## src/rtl/decode_pkg.sv

```systemverilog
// Shared decode/encode definitions: immediate-type codes and datapath widths.
// Used by the immediate extender and by imm_pack.
package decode_pkg;

  localparam int unsigned XLEN      = 32;
  localparam int unsigned IMM_SRC_W = 4;
  localparam int unsigned ERR_W     = 8;

  typedef enum logic [IMM_SRC_W-1:0] {
    IMM_I = 4'd0,
    IMM_S = 4'd1,
    IMM_B = 4'd2,
    IMM_J = 4'd3,
    IMM_U = 4'd4
  } imm_src_t;

endpackage

```

## src/rtl/imm_pack_if.sv

```systemverilog
// Handshake and payload bundle for imm_pack: input word channel, packed output
// channel, and the write-address / error-count status.
interface imm_pack_if
  import decode_pkg::*;
#(
  parameter int unsigned WIDTH = XLEN,
  parameter int unsigned ERRW  = ERR_W
);

  logic                 InValid;
  logic                 InReady;
  logic [IMM_SRC_W-1:0] ImmSrc;
  logic [WIDTH-1:0]     ImmVal;
  logic [WIDTH-1:0]     Base;
  logic                 OutValid;
  logic                 OutReady;
  logic [WIDTH-1:0]     Instr;
  logic                 ImmErr;
  logic [WIDTH-1:0]     WrAddr;
  logic [ERRW-1:0]      ErrCount;

  modport master (
    output InValid, ImmSrc, ImmVal, Base, OutReady,
    input  InReady, OutValid, Instr, ImmErr, WrAddr, ErrCount
  );

  modport slave (
    input  InValid, ImmSrc, ImmVal, Base, OutReady,
    output InReady, OutValid, Instr, ImmErr, WrAddr, ErrCount
  );

endinterface

```

## src/rtl/imm_pack_field.sv

```systemverilog
// Combinational immediate packer: scatters ImmVal into the RV32I bit positions
// for the given type over a base word, and flags unrepresentable immediates.
module imm_pack_field
  import decode_pkg::*;
(
  input  logic [IMM_SRC_W-1:0] imm_src,
  input  logic [XLEN-1:0]      imm_val,
  input  logic [XLEN-1:0]      base,
  output logic [XLEN-1:0]      instr_c,
  output logic                 imm_err_c
);

  // Sign-extension checks: upper bits must be all zeros or all ones.
  logic sext_11_c;
  logic sext_12_c;
  logic sext_20_c;

  assign sext_11_c = (&imm_val[31:11]) || !(|imm_val[31:11]);
  assign sext_12_c = (&imm_val[31:12]) || !(|imm_val[31:12]);
  assign sext_20_c = (&imm_val[31:20]) || !(|imm_val[31:20]);

  always_comb begin
    instr_c   = base;
    imm_err_c = 1'b0;
    case (imm_src)
      IMM_I: begin
        instr_c[31:20] = imm_val[11:0];
        imm_err_c      = !sext_11_c;
      end
      IMM_S: begin
        instr_c[31:25] = imm_val[11:5];
        instr_c[11:7]  = imm_val[4:0];
        imm_err_c      = !sext_11_c;
      end
      IMM_B: begin
        instr_c[31]    = imm_val[12];
        instr_c[30:25] = imm_val[10:5];
        instr_c[11:8]  = imm_val[4:1];
        instr_c[7]     = imm_val[11];
        imm_err_c      = !sext_12_c || imm_val[0];
      end
      IMM_J: begin
        instr_c[31]    = imm_val[20];
        instr_c[30:21] = imm_val[10:1];
        instr_c[20]    = imm_val[11];
        instr_c[19:12] = imm_val[19:12];
        imm_err_c      = !sext_20_c || imm_val[0];
      end
      IMM_U: begin
        instr_c[31:12] = imm_val[31:12];
        imm_err_c      = |imm_val[11:0];
      end
      default: imm_err_c = 1'b1;
    endcase
  end

endmodule

```

## src/rtl/imm_pack.sv

```systemverilog
// Two-stage valid/ready immediate packer with instruction-memory write address
// tracking and a saturating count of words shipped with ImmErr set.
module imm_pack
  import decode_pkg::*;
#(
  parameter int unsigned      WIDTH     = XLEN,
  parameter logic [WIDTH-1:0] BASE_ADDR = '0,
  parameter int unsigned      ERRW      = ERR_W
)(
  input  logic     clk,
  input  logic     rst_n,
  input  logic     Clear,
  imm_pack_if.slave bus
);

  logic                 s1_valid_q, s1_valid_d;
  logic [IMM_SRC_W-1:0] s1_src_q,   s1_src_d;
  logic [WIDTH-1:0]     s1_imm_q,   s1_imm_d;
  logic [WIDTH-1:0]     s1_base_q,  s1_base_d;
  logic                 out_valid_q, out_valid_d;
  logic [WIDTH-1:0]     instr_q,    instr_d;
  logic                 imm_err_q,  imm_err_d;
  logic [WIDTH-1:0]     wr_addr_q,  wr_addr_d;
  logic [ERRW-1:0]      err_count_q, err_count_d;

  logic             adv1_c, adv2_c, in_xfer_c, out_xfer_c;
  logic [WIDTH-1:0] pack_instr_c;
  logic             pack_err_c;

  assign adv2_c     = !out_valid_q || bus.OutReady;
  assign adv1_c     = !s1_valid_q || adv2_c;
  assign in_xfer_c  = bus.InValid && adv1_c;
  assign out_xfer_c = out_valid_q && bus.OutReady;

  imm_pack_field u_field (
    .imm_src   (s1_src_q),
    .imm_val   (s1_imm_q),
    .base      (s1_base_q),
    .instr_c   (pack_instr_c),
    .imm_err_c (pack_err_c)
  );

  // Pipeline advance, address/error bookkeeping; Clear overrides any transfer.
  always_comb begin
    s1_valid_d  = s1_valid_q;
    s1_src_d    = s1_src_q;
    s1_imm_d    = s1_imm_q;
    s1_base_d   = s1_base_q;
    out_valid_d = out_valid_q;
    instr_d     = instr_q;
    imm_err_d   = imm_err_q;
    wr_addr_d   = wr_addr_q;
    err_count_d = err_count_q;

    if (Clear) begin
      s1_valid_d  = 1'b0;
      out_valid_d = 1'b0;
      wr_addr_d   = BASE_ADDR;
      err_count_d = '0;
    end else begin
      if (adv1_c) begin
        s1_valid_d = bus.InValid;
      end
      if (in_xfer_c) begin
        s1_src_d  = bus.ImmSrc;
        s1_imm_d  = bus.ImmVal;
        s1_base_d = bus.Base;
      end
      if (adv2_c) begin
        out_valid_d = s1_valid_q;
        if (s1_valid_q) begin
          instr_d   = pack_instr_c;
          imm_err_d = pack_err_c;
        end
      end
      if (out_xfer_c) begin
        wr_addr_d = wr_addr_q + WIDTH'(4);
        if (imm_err_q && (err_count_q != '1)) begin
          err_count_d = err_count_q + ERRW'(1);
        end
      end
    end
  end

  always_ff @(posedge clk or negedge rst_n) begin
    if (!rst_n) begin
      s1_valid_q  <= 1'b0;
      s1_src_q    <= '0;
      s1_imm_q    <= '0;
      s1_base_q   <= '0;
      out_valid_q <= 1'b0;
      instr_q     <= '0;
      imm_err_q   <= 1'b0;
      wr_addr_q   <= BASE_ADDR;
      err_count_q <= '0;
    end else begin
      s1_valid_q  <= s1_valid_d;
      s1_src_q    <= s1_src_d;
      s1_imm_q    <= s1_imm_d;
      s1_base_q   <= s1_base_d;
      out_valid_q <= out_valid_d;
      instr_q     <= instr_d;
      imm_err_q   <= imm_err_d;
      wr_addr_q   <= wr_addr_d;
      err_count_q <= err_count_d;
    end
  end

  assign bus.InReady  = adv1_c;
  assign bus.OutValid = out_valid_q;
  assign bus.Instr    = instr_q;
  assign bus.ImmErr   = imm_err_q;
  assign bus.WrAddr   = wr_addr_q;
  assign bus.ErrCount = err_count_q;

endmodule

```

## src/flat_wrapper.sv

```systemverilog
// flat-port wrapper written by rule: the top's interface ports become plain ports
module imm_pack_flat import decode_pkg::*;
#(
  parameter int unsigned      WIDTH     = XLEN,
  parameter logic [WIDTH-1:0] BASE_ADDR = '0,
  parameter int unsigned      ERRW      = ERR_W
)
  (clk, rst_n, Clear, bus_InValid, bus_ImmSrc, bus_ImmVal, bus_Base, bus_OutReady, bus_InReady, bus_OutValid, bus_Instr, bus_ImmErr, bus_WrAddr, bus_ErrCount);
  imm_pack_if #(.WIDTH(WIDTH), .ERRW(ERRW)) bus_i ();
  input  logic clk;
  input  logic rst_n;
  input  logic Clear;
  input wire logic [$bits(bus_i.InValid)-1:0] bus_InValid;
  input wire logic [$bits(bus_i.ImmSrc)-1:0] bus_ImmSrc;
  input wire logic [$bits(bus_i.ImmVal)-1:0] bus_ImmVal;
  input wire logic [$bits(bus_i.Base)-1:0] bus_Base;
  input wire logic [$bits(bus_i.OutReady)-1:0] bus_OutReady;
  output wire logic [$bits(bus_i.InReady)-1:0] bus_InReady;
  output wire logic [$bits(bus_i.OutValid)-1:0] bus_OutValid;
  output wire logic [$bits(bus_i.Instr)-1:0] bus_Instr;
  output wire logic [$bits(bus_i.ImmErr)-1:0] bus_ImmErr;
  output wire logic [$bits(bus_i.WrAddr)-1:0] bus_WrAddr;
  output wire logic [$bits(bus_i.ErrCount)-1:0] bus_ErrCount;
  assign bus_i.InValid = bus_InValid;
  assign bus_i.ImmSrc = bus_ImmSrc;
  assign bus_i.ImmVal = bus_ImmVal;
  assign bus_i.Base = bus_Base;
  assign bus_i.OutReady = bus_OutReady;
  assign bus_InReady = bus_i.InReady;
  assign bus_OutValid = bus_i.OutValid;
  assign bus_Instr = bus_i.Instr;
  assign bus_ImmErr = bus_i.ImmErr;
  assign bus_WrAddr = bus_i.WrAddr;
  assign bus_ErrCount = bus_i.ErrCount;
  imm_pack #(.WIDTH(WIDTH), .BASE_ADDR(BASE_ADDR), .ERRW(ERRW)) u_core (.clk(clk), .rst_n(rst_n), .Clear(Clear), .bus(bus_i));
endmodule
```

## config.mk

```make
export PLATFORM = sky130hd
export DESIGN_NAME = imm_pack_flat
export DESIGN_NICKNAME = d
export VERILOG_FILES = /design/src/rtl/decode_pkg.sv /design/src/rtl/imm_pack_if.sv /design/src/rtl/imm_pack_field.sv /design/src/rtl/imm_pack.sv /design/src/flat_wrapper.sv
export SDC_FILE = /design/constraint.sdc
export NUM_CORES = 1
export LEC_CHECK = 0
export CAP_MARGIN = 10
export CORE_MARGIN = 4
export CORE_UTILIZATION = 51
export CTS_CLUSTER_DIAMETER = 50
export DETAILED_ROUTE_END_ITERATION = 10
export PLACE_DENSITY = 0.84
export RECOVER_POWER = 25
export SYNTH_ARGS = -nofsm -noshare
export SYNTH_HDL_FRONTEND = slang
export SYNTH_HIERARCHICAL = 1
export SYNTH_SLANG_ARGS = --single-unit
```

## constraint.sdc

```tcl
create_clock -name clk -period 3.1 [get_ports clk]
set_clock_uncertainty 0.2 [all_clocks]
set_input_delay 0.775 -clock clk [delete_from_list [all_inputs] [get_ports clk]]
set_output_delay 0.775 -clock clk [all_outputs]
set_load 0.005 [all_outputs]
```

==> results of run 1 <==
-- per-stage QoR --
stage	hold slack, ps	util [%]	instance area [um^2]
3_3_place_gp	281.7	64.67	8194
3_5_place_dp	291.2	64.67	8194
2_1_floorplan	273.7	-	6631
6_report	295.5	69.83	8848
5_1_grt	319.2	69.83	8848
4_1_cts	111.5	69.86	8852
-- worst max-delay path, cell delays in order --
cell and delay (ps):
dlymetal6s2s_1 230, nor2b_1 110, nand2_1 100, clkdlybuf4s50_1 500
-- placed cells by master, fill, tap and decap left out, types with 2 or more instances in the layout --
master	synthesis	routed
clkinv_2	0	3
o31ai_1	11	11
nand2_1	35	35
buf_12	0	3
nor2_2	2	2
nor2_1	28	28
a21oi_1	22	22
o2111ai_1	2	2
and2_1	2	2
or4_1	14	14
a22oi_1	10	10
nand4_2	2	2
ha_1	2	2
buf_4	12	8
clkdlybuf4s50_1	0	143
nand3_1	14	14
and3_1	4	4
clkbuf_16	0	17
bufinv_16	0	5
nor4_1	8	8
mux2_2	116	116
mux2i_1	3	3
o211ai_1	2	2
nor3b_2	1	2
and4_1	6	6
dfrtp_1	141	141
inv_1	3	3
nor3_1	6	6
xnor2_1	5	5
or3_1	7	7
clkbuf_8	0	3
o21ai_0	9	9
nor2b_1	4	4
conb_1	1	2
a31oi_1	2	2
xor2_1	11	11
nand4_1	19	19
clkinvlp_4	0	3
-- metal layers --
layer  vias up  global-route usage, %  part of all wire, %
li1       2287                      -                    -
met1      2466                  29.27                   41
met2       222                  38.09                   50
met3        29                  7.846                  8.0
met4         0                  6.162                  1.2
met5         -                      0                    0
-- registers in the layout, summed over array words and instances (netlist names) --
| register | cells |
|---|---|
| u_core/bus.OutValid | 1 |
| u_core/s1_imm_q | 32 |
| u_core/bus.WrAddr | 30 |
| u_core/bus.Instr | 32 |
| u_core/s1_src_q | 4 |
| u_core/s1_base_q | 32 |
| u_core/bus.ImmErr | 1 |
| u_core/s1_valid_q | 1 |
| u_core/bus.ErrCount | 8 |
-- cells in the mapped netlist, drive strengths merged (4+ instances only) --
cell and instances:
xor2 12, o31ai 11, nand2 36, nand4 21, a21oi 23, dfrtp 141, mux2 116, o21ai 9
nor4 8, nor3 7, and4 7, nand3 14, clkbuf 4, and3 4, nor2 31, or3 7
a22oi 10, buf 30, nor2b 4, xnor2 5, or4 14
-- cell type report --
| cell class | count | area, um^2 |
|---|---|---|
| Clock buffer | 21 | 470.5 |
| Clock inverter | 11 | 187.7 |
| Fill cell | 928 | 3822 |
| Inverter | 3 | 11.26 |
| Multi-Input combinational cell | 367 | 2867 |
| Sequential cell | 141 | 3528 |
| Tap cell | 172 | 215.2 |
| Timing Repair Buffer | 156 | 1569 |
-- worst max-delay path by stage --
stage,cells past startpoint,slack (ps),from,endpoint
3_5_place_dp,5,3,bus_OutReady,u_core/bus.WrAddr[29]
5_1_grt,4,350,bus_OutReady,bus_InReady
6_report,4,410,bus_OutReady,bus_InReady
4_1_cts,4,40,bus_OutReady,bus_InReady
3_3_place_gp,4,70,bus_OutReady,bus_InReady
2_1_floorplan,6,700,Clear,u_core/bus.WrAddr[22]
-- kinds of logic after synthesis --
family / after synthesis / synth area share [%]
AO/OA/AOI/OAI: 66 / 6.438
XOR/XNOR: 17 / 2.360
adder cells (fa/ha/maj): 2 / 0.3775
buffers and inverters: 38 / 3.643
flip-flops: 141 / 53.24
multiplexers: 119 / 20.16
other: 1 / 0.05658
AND/OR/NAND/NOR: 161 / 13.72
-- report_power, final --
group	total, mW	leakage (nW)	internal, mW	switching, mW
logic	1.09	1.54	0.704	0.382
registers	2.41	1.75	2.15	0.262
clock network	2.24	0.315	1.49	0.754
total	5.74	3.61	4.34	1.40
==> summary.txt, run 1 <==
Run status
  – Status: complete, no violations

Yosys
  – Synth cell types: 54
  – Post-Syn Area: approximately 6600 um^2
  – Predominant post-synthesis flop cell: dfrtp_1
  – Post-synthesis sequential area ratio: 53.24%
  – Flops & latches, synth: 141
  – Share of async-settable or async-resettable flops after synthesis: 100.0%
  – EDFF count, synth: 0
  – Top cell type's share of synthesized area: around 53%
  – Mean Syn Cell Area: 12.16 um^2
  – Synth top area cells: dfrtp_1 (53%), mux2_2 (20%), nand2_1 (2.0%)
  – Ys Warns: 6
  – Synthesized instance count: 545
  – Post-synth top area cell: dfrtp_1

Timing
  – Period utilization: 86.83%
  – Min cycle time layout: 2692 ps
  – Final setup viols: 0
  – Slew Viols, Final: 0
  – Slew headroom: 9.002%
  – TNS Setup: 0 ps
  – Max Freq: between 300 and 400 MHz
  – Fin. Hold Viols: 0
  – RSZ-0062 raised after global routing: no
  – Final worst slack: 408.3 ps
  – Worst slew pin tran: ~1400 ps

GRT
  – Overall routing resource usage: 23.08%
  – Vias in the first global route: 5203
  – Largest net degree at the start of global routing: 71
  – Overflow after GRT: 0
  – Initial antenna violation count: 0
  – First-pass GRT wire length: 26590 um

Placement
  – GPL Wtd Cong: 0.8905
  – IO Port Bufs: approximately 150
  – Inst Count DP: 839
  – HPWL after detailed placement: 11230 um
  – Pre-CTS setup slack: 3.304 ps

CTS
  – Cts hold-fix bufs: 0
  – Post-cts sizing count: 0
  – CTS clk-pin slew, worst paths: 60 ps
  – H-tree depth: 4
  – CTS Buffer Depth: 2
  – TritonCTS Buffers: 17
  – Sink Count: 141
  – Root buffer cell: clkbuf_16
  – CTS tree: built
  – Skew-Pair Late Insertion Delay: roughly 420 ps
  – Post-CTS Setup Repair Bufs: 0

Hold path
  – Worst hold path startpoint: u_core/s1_base_q[0]
  – Worst Hold End: u_core/bus.Instr[0]
  – Hold Crit Class: reg2reg
  – Hold Path Depth: 1

Floorplanning
  – I/O pins: 148
  – Core area: approximately 13000 um^2
  – Die width: 122.0 um
  – Die Area: around 15000 um^2
  – Die Height: between 100 and 150 um
  – Starting Density: 52.31%
  – Cell Rows: 41

Critical path
  – Slack of the worst reg-to-reg path: between 600 and 700 ps
  – Worst EP arrival: 1720 ps
  – Reg2reg end: u_core/bus.Instr[31]
  – Worst r2r src: u_core/s1_src_q[3]
  – Max FO, Critical Path: 8
  – Worst Setup End Kind: output pin
  – Worst reg2reg path depth: 4
  – Startpoint Class: primary input
  – CP required: between 2000 and 2500 ps
  – Critical path class: in2out

Cells and area
  – Share of cells above drive strength 1: 24.61%
  – Area grow syn2layout: 33.51%
  – Antenna Diode Count: 0
  – Non-filler instance count after layout: 871
  – Fin nets: 761

Routing
  – TritonRoute pass-1 iters: 8
  – Antenna-violating nets left: 0
  – DR vias/cell: around 5.7
  – DR WL/cell: 18.85 um
  – Drt total wl: about 16000 um
  – DR iter-0 viols: 607
  – Total number of vias: 5004
  – DRC viols: 0

Power
  – Static Leak: approximately 3.6 nW
  – PD cells: 648.2 nW/um^2
  – Total power draw: roughly 5.7 mW
  – Max rail drop VDD: 553.6 uV

Flow run
  – Max-capacitance violation count: 0
Power figures use the tool's default switching activity.
==> run 2: changes to the inputs <==
CORE_ASPECT_RATIO = 0.5   (was not set)
==> run 2 against run 1 <==
Compared with the run above:
- the run now ends with capacitance limit, slew limit left
- combinational power barely moved
- die area is 0.75% higher
- first-iteration DRC count down 18%
- flip-flop and latch count did not move
- worst setup slack got worse by 330 ps
- global-route usage down 0.82 points
- fmax down 11%
- cell count shrank 0.34%
- critical path depth unchanged
- sequential share of layout area up 0.073 points
- largest cell class unchanged
- largest power group unchanged
- highest routed layer unchanged
==> summary.txt, run 2 (same netlist as run 1, synthesis figures left out) <==
GRT
  – Initial antenna violation count: 0 (unchanged)
  – Overflow after GRT: 0 (unchanged)
  – Overall routing resource usage: 22.26% (-0.82 points)
  – First-pass GRT wire length: 26120 um (-1.7%)
  – Largest net degree at the start of global routing: 70 (-1.4%)
  – Vias in the first global route: 5027 (-3.4%)

Timing
  – Worst slew pin tran: 1739 ps (+374.1 ps)
  – Slew Viols, Final: 69 (+69)
  – RSZ-0062 raised after global routing: no
  – TNS Setup: 0 ps (unchanged)
  – Fin. Hold Viols: 0 (unchanged)
  – Min cycle time layout: 3021 ps (+329.4 ps)
  – Final setup viols: 0 (unchanged)
  – Period utilization: 97.45% (+11 points)
  – Slew headroom: -15.94% (-25 points)
  – Max Freq: 331.0 MHz (-11%)

Flow run
  – Max-capacitance violation count: 1 (+1)

CTS
  – TritonCTS Buffers: 17 (unchanged)
  – H-tree depth: 4 (unchanged)
  – CTS clk-pin slew, worst paths: 60 ps (about the same)
  – Post-cts sizing count: 0 (unchanged)
  – Root buffer cell: clkbuf_16
  – Cts hold-fix bufs: 0 (unchanged)
  – CTS tree: built
  – CTS Buffer Depth: 2 (unchanged)
  – Sink Count: 141 (unchanged)
  – Post-CTS Setup Repair Bufs: 0 (unchanged)
  – Skew-Pair Late Insertion Delay: 410 ps (about the same)

Cells and area
  – Fin nets: 761 (unchanged)
  – Finished Cell Area: 8832 um^2 (-0.18%)
  – Antenna Diode Count: 0 (unchanged)
  – Fillers: 885 (-4.6%)
  – Commonest non-fill, non-tap cell in the layout: clkdlybuf4s50_1
  – Multi-input gate area: 2867 um^2 (unchanged)
  – Share of cells above drive strength 1: 24.36% (-0.25 points)
  – Area grow syn2layout: 33.26%
  – Most frequent cells in the layout: clkdlybuf4s50_1 (144), dfrtp_1 (141), mux2_2 (116), nand2_1 (35), nor2_1 (28)
  – Seq. cell area: 3528 um^2 (unchanged)

Floorplanning
  – I/O pins: 148 (unchanged)
  – Starting Density: 52.19% (-0.12 points)
  – Core area: 12700 um^2 (+0.23%)
  – Die Height: 88.61 um (-27%)
  – Die width: 169.2 um (+39%)
  – Cell Rows: 29 (-29%)
  – Die Area: 14990 um^2 (+0.75%)

Placement
  – Area after DPL: 8192 um^2 (about the same)
  – IO Port Bufs: 145 (unchanged)
  – GPL Wtd Cong: 0.8242 (-7.4%)
  – HPWL after detailed placement: 11170 um (-0.53%)

Critical path
  – CP required: 2120 ps (about the same)
  – Worst Setup EP: bus_InReady
  – Worst r2r src: u_core/s1_src_q[3]
  – Worst EP arrival: 2050 ps (+330 ps)
  – Worst Setup End Kind: output pin
  – Worst reg2reg path depth: 4 (unchanged)
  – Startpoint Class: primary input
  – Reg2reg end: u_core/bus.Instr[11]
  – Slack of the worst reg-to-reg path: 660 ps (+30 ps)
  – Worst setup startpoint: bus_OutReady
  – Max FO, Critical Path: 4 (-4)
  – Critical path class: in2out

Power
  – Max rail drop VDD: 404.4 uV (-27%)
  – Switching power: 1.396 mW (-0.12%)
  – Sequential power share: 42.0% (about the same)
  – Static Leak: 3.588 nW (-0.49%)
  – Total power draw: 5.716 mW (-0.34%)
  – Internal: 4.319 mW (-0.42%)
  – Clock power share: 39.0% (about the same)
  – Power share of the combinational group: 19.1% (+0.2 points)
  – PD cells: 647.2 nW/um^2 (-0.16%)
  – Sw frac: 24.43% (+0.055 points)

Routing
  – DR WL/cell: 19.19 um (+1.8%)
  – DRC viols: 0 (unchanged)
  – DR iter-0 viols: 500 (-18%)
  – Drt total wl: 16660 um (+1.5%)
  – TritonRoute pass-1 iters: 5 (-3)
  – Antenna-violating nets left: 0 (unchanged)
  – DR vias/cell: 5.798 (+0.93%)
  – Total number of vias: 5033 (+0.58%)

Hold path
  – Hold Crit Class: reg2reg

Run status
  – Status: complete, but fails checks
  – Failing checks: capacitance limit, slew limit
run 2: cell count changes in the layout (fill, tap and decap cells not counted):
cell,before,now
clkdlybuf4s50_1,143,144
dlymetal6s2s_1,1,0
clkbuf_8,3,2
inv_6,0,1
clkbuf_1,1,2
clkinv_2,3,1
run 2: worst min-delay path by stage:
stage / cells after the start / slack [ps] / startpoint / to
6_report: 1 / 300 / u_core/s1_base_q[16] / u_core/s1_base_q[16]
5_1_grt: 1 / 320 / u_core/bus.Instr[22] / u_core/bus.Instr[22]
4_1_cts: 1 / 180 / rst_n / u_core/bus.WrAddr[13]
3_5_place_dp: 1 / 290 / u_core/s1_base_q[6] / u_core/s1_base_q[6]
3_3_place_gp: 1 / 280 / u_core/s1_base_q[3] / u_core/bus.Instr[3]
2_1_floorplan: 1 / 270 / u_core/s1_base_q[10] / u_core/s1_base_q[10]
run 2: power by group through the flow:
| stage | clock (mW) | combinational [mW] | sequential (mW) |
|---|---|---|---|
| global placement | 0 | 1.05 | 2.40 |
| finish | 2.23 | 1.09 | 2.40 |
| detailed placement | 0 | 1.09 | 2.42 |
| global route | 2.34 | 1.18 | 2.44 |
| CTS | 2.26 | 1.11 | 2.40 |
| floorplan | 0 | 0.542 | 2.35 |
run 2: critical path, cell delays in order:
cell and delay [ps]:
clkdlybuf4s50_1 550, nor2b_1 90, nand2_1 110, clkdlybuf4s50_1 520
run 2: through the flow:
step	util, %	hold slack [ps]	setup WS (ps)	cells
CTS	69.60	180.4	83.26	868
floorplan	-	273.7	697.0	546
global route	69.55	316.9	43.63	868
finish	69.55	300.8	78.96	868
global placement	64.50	279.1	137.0	837
detailed placement	64.50	289.7	84.37	837
run 2: final cells by class:
cell class                      instances  area share (%)
Multi-Input combinational cell        367           32.46
Sequential cell                       141           39.95
Inverter                                3          0.1275
Clock buffer                           21           5.213
Clock inverter                         10           2.111
Tap cell                              170           2.408
Timing Repair Buffer                  156           17.74
run 2: metal layers:
metal | part of all wire [%] | vias up | routed length (um) | GRT usage (%)
li1 | - | 2296 | - | -
met1 | 41 | 2548 | 6776 | 27.02
met2 | 52 | 165 | 8715 | 39.93
met3 | 5.6 | 24 | 928 | 4.909
met4 | 1.4 | 0 | 238 | 8.108
met5 | 0 | - | 0 | 0
==> run 3: changes to the inputs <==
CAP_MARGIN = 20   (was 10)
==> results of run 3 <==
Final layout, timing and power as in run 2 (identical DEF).
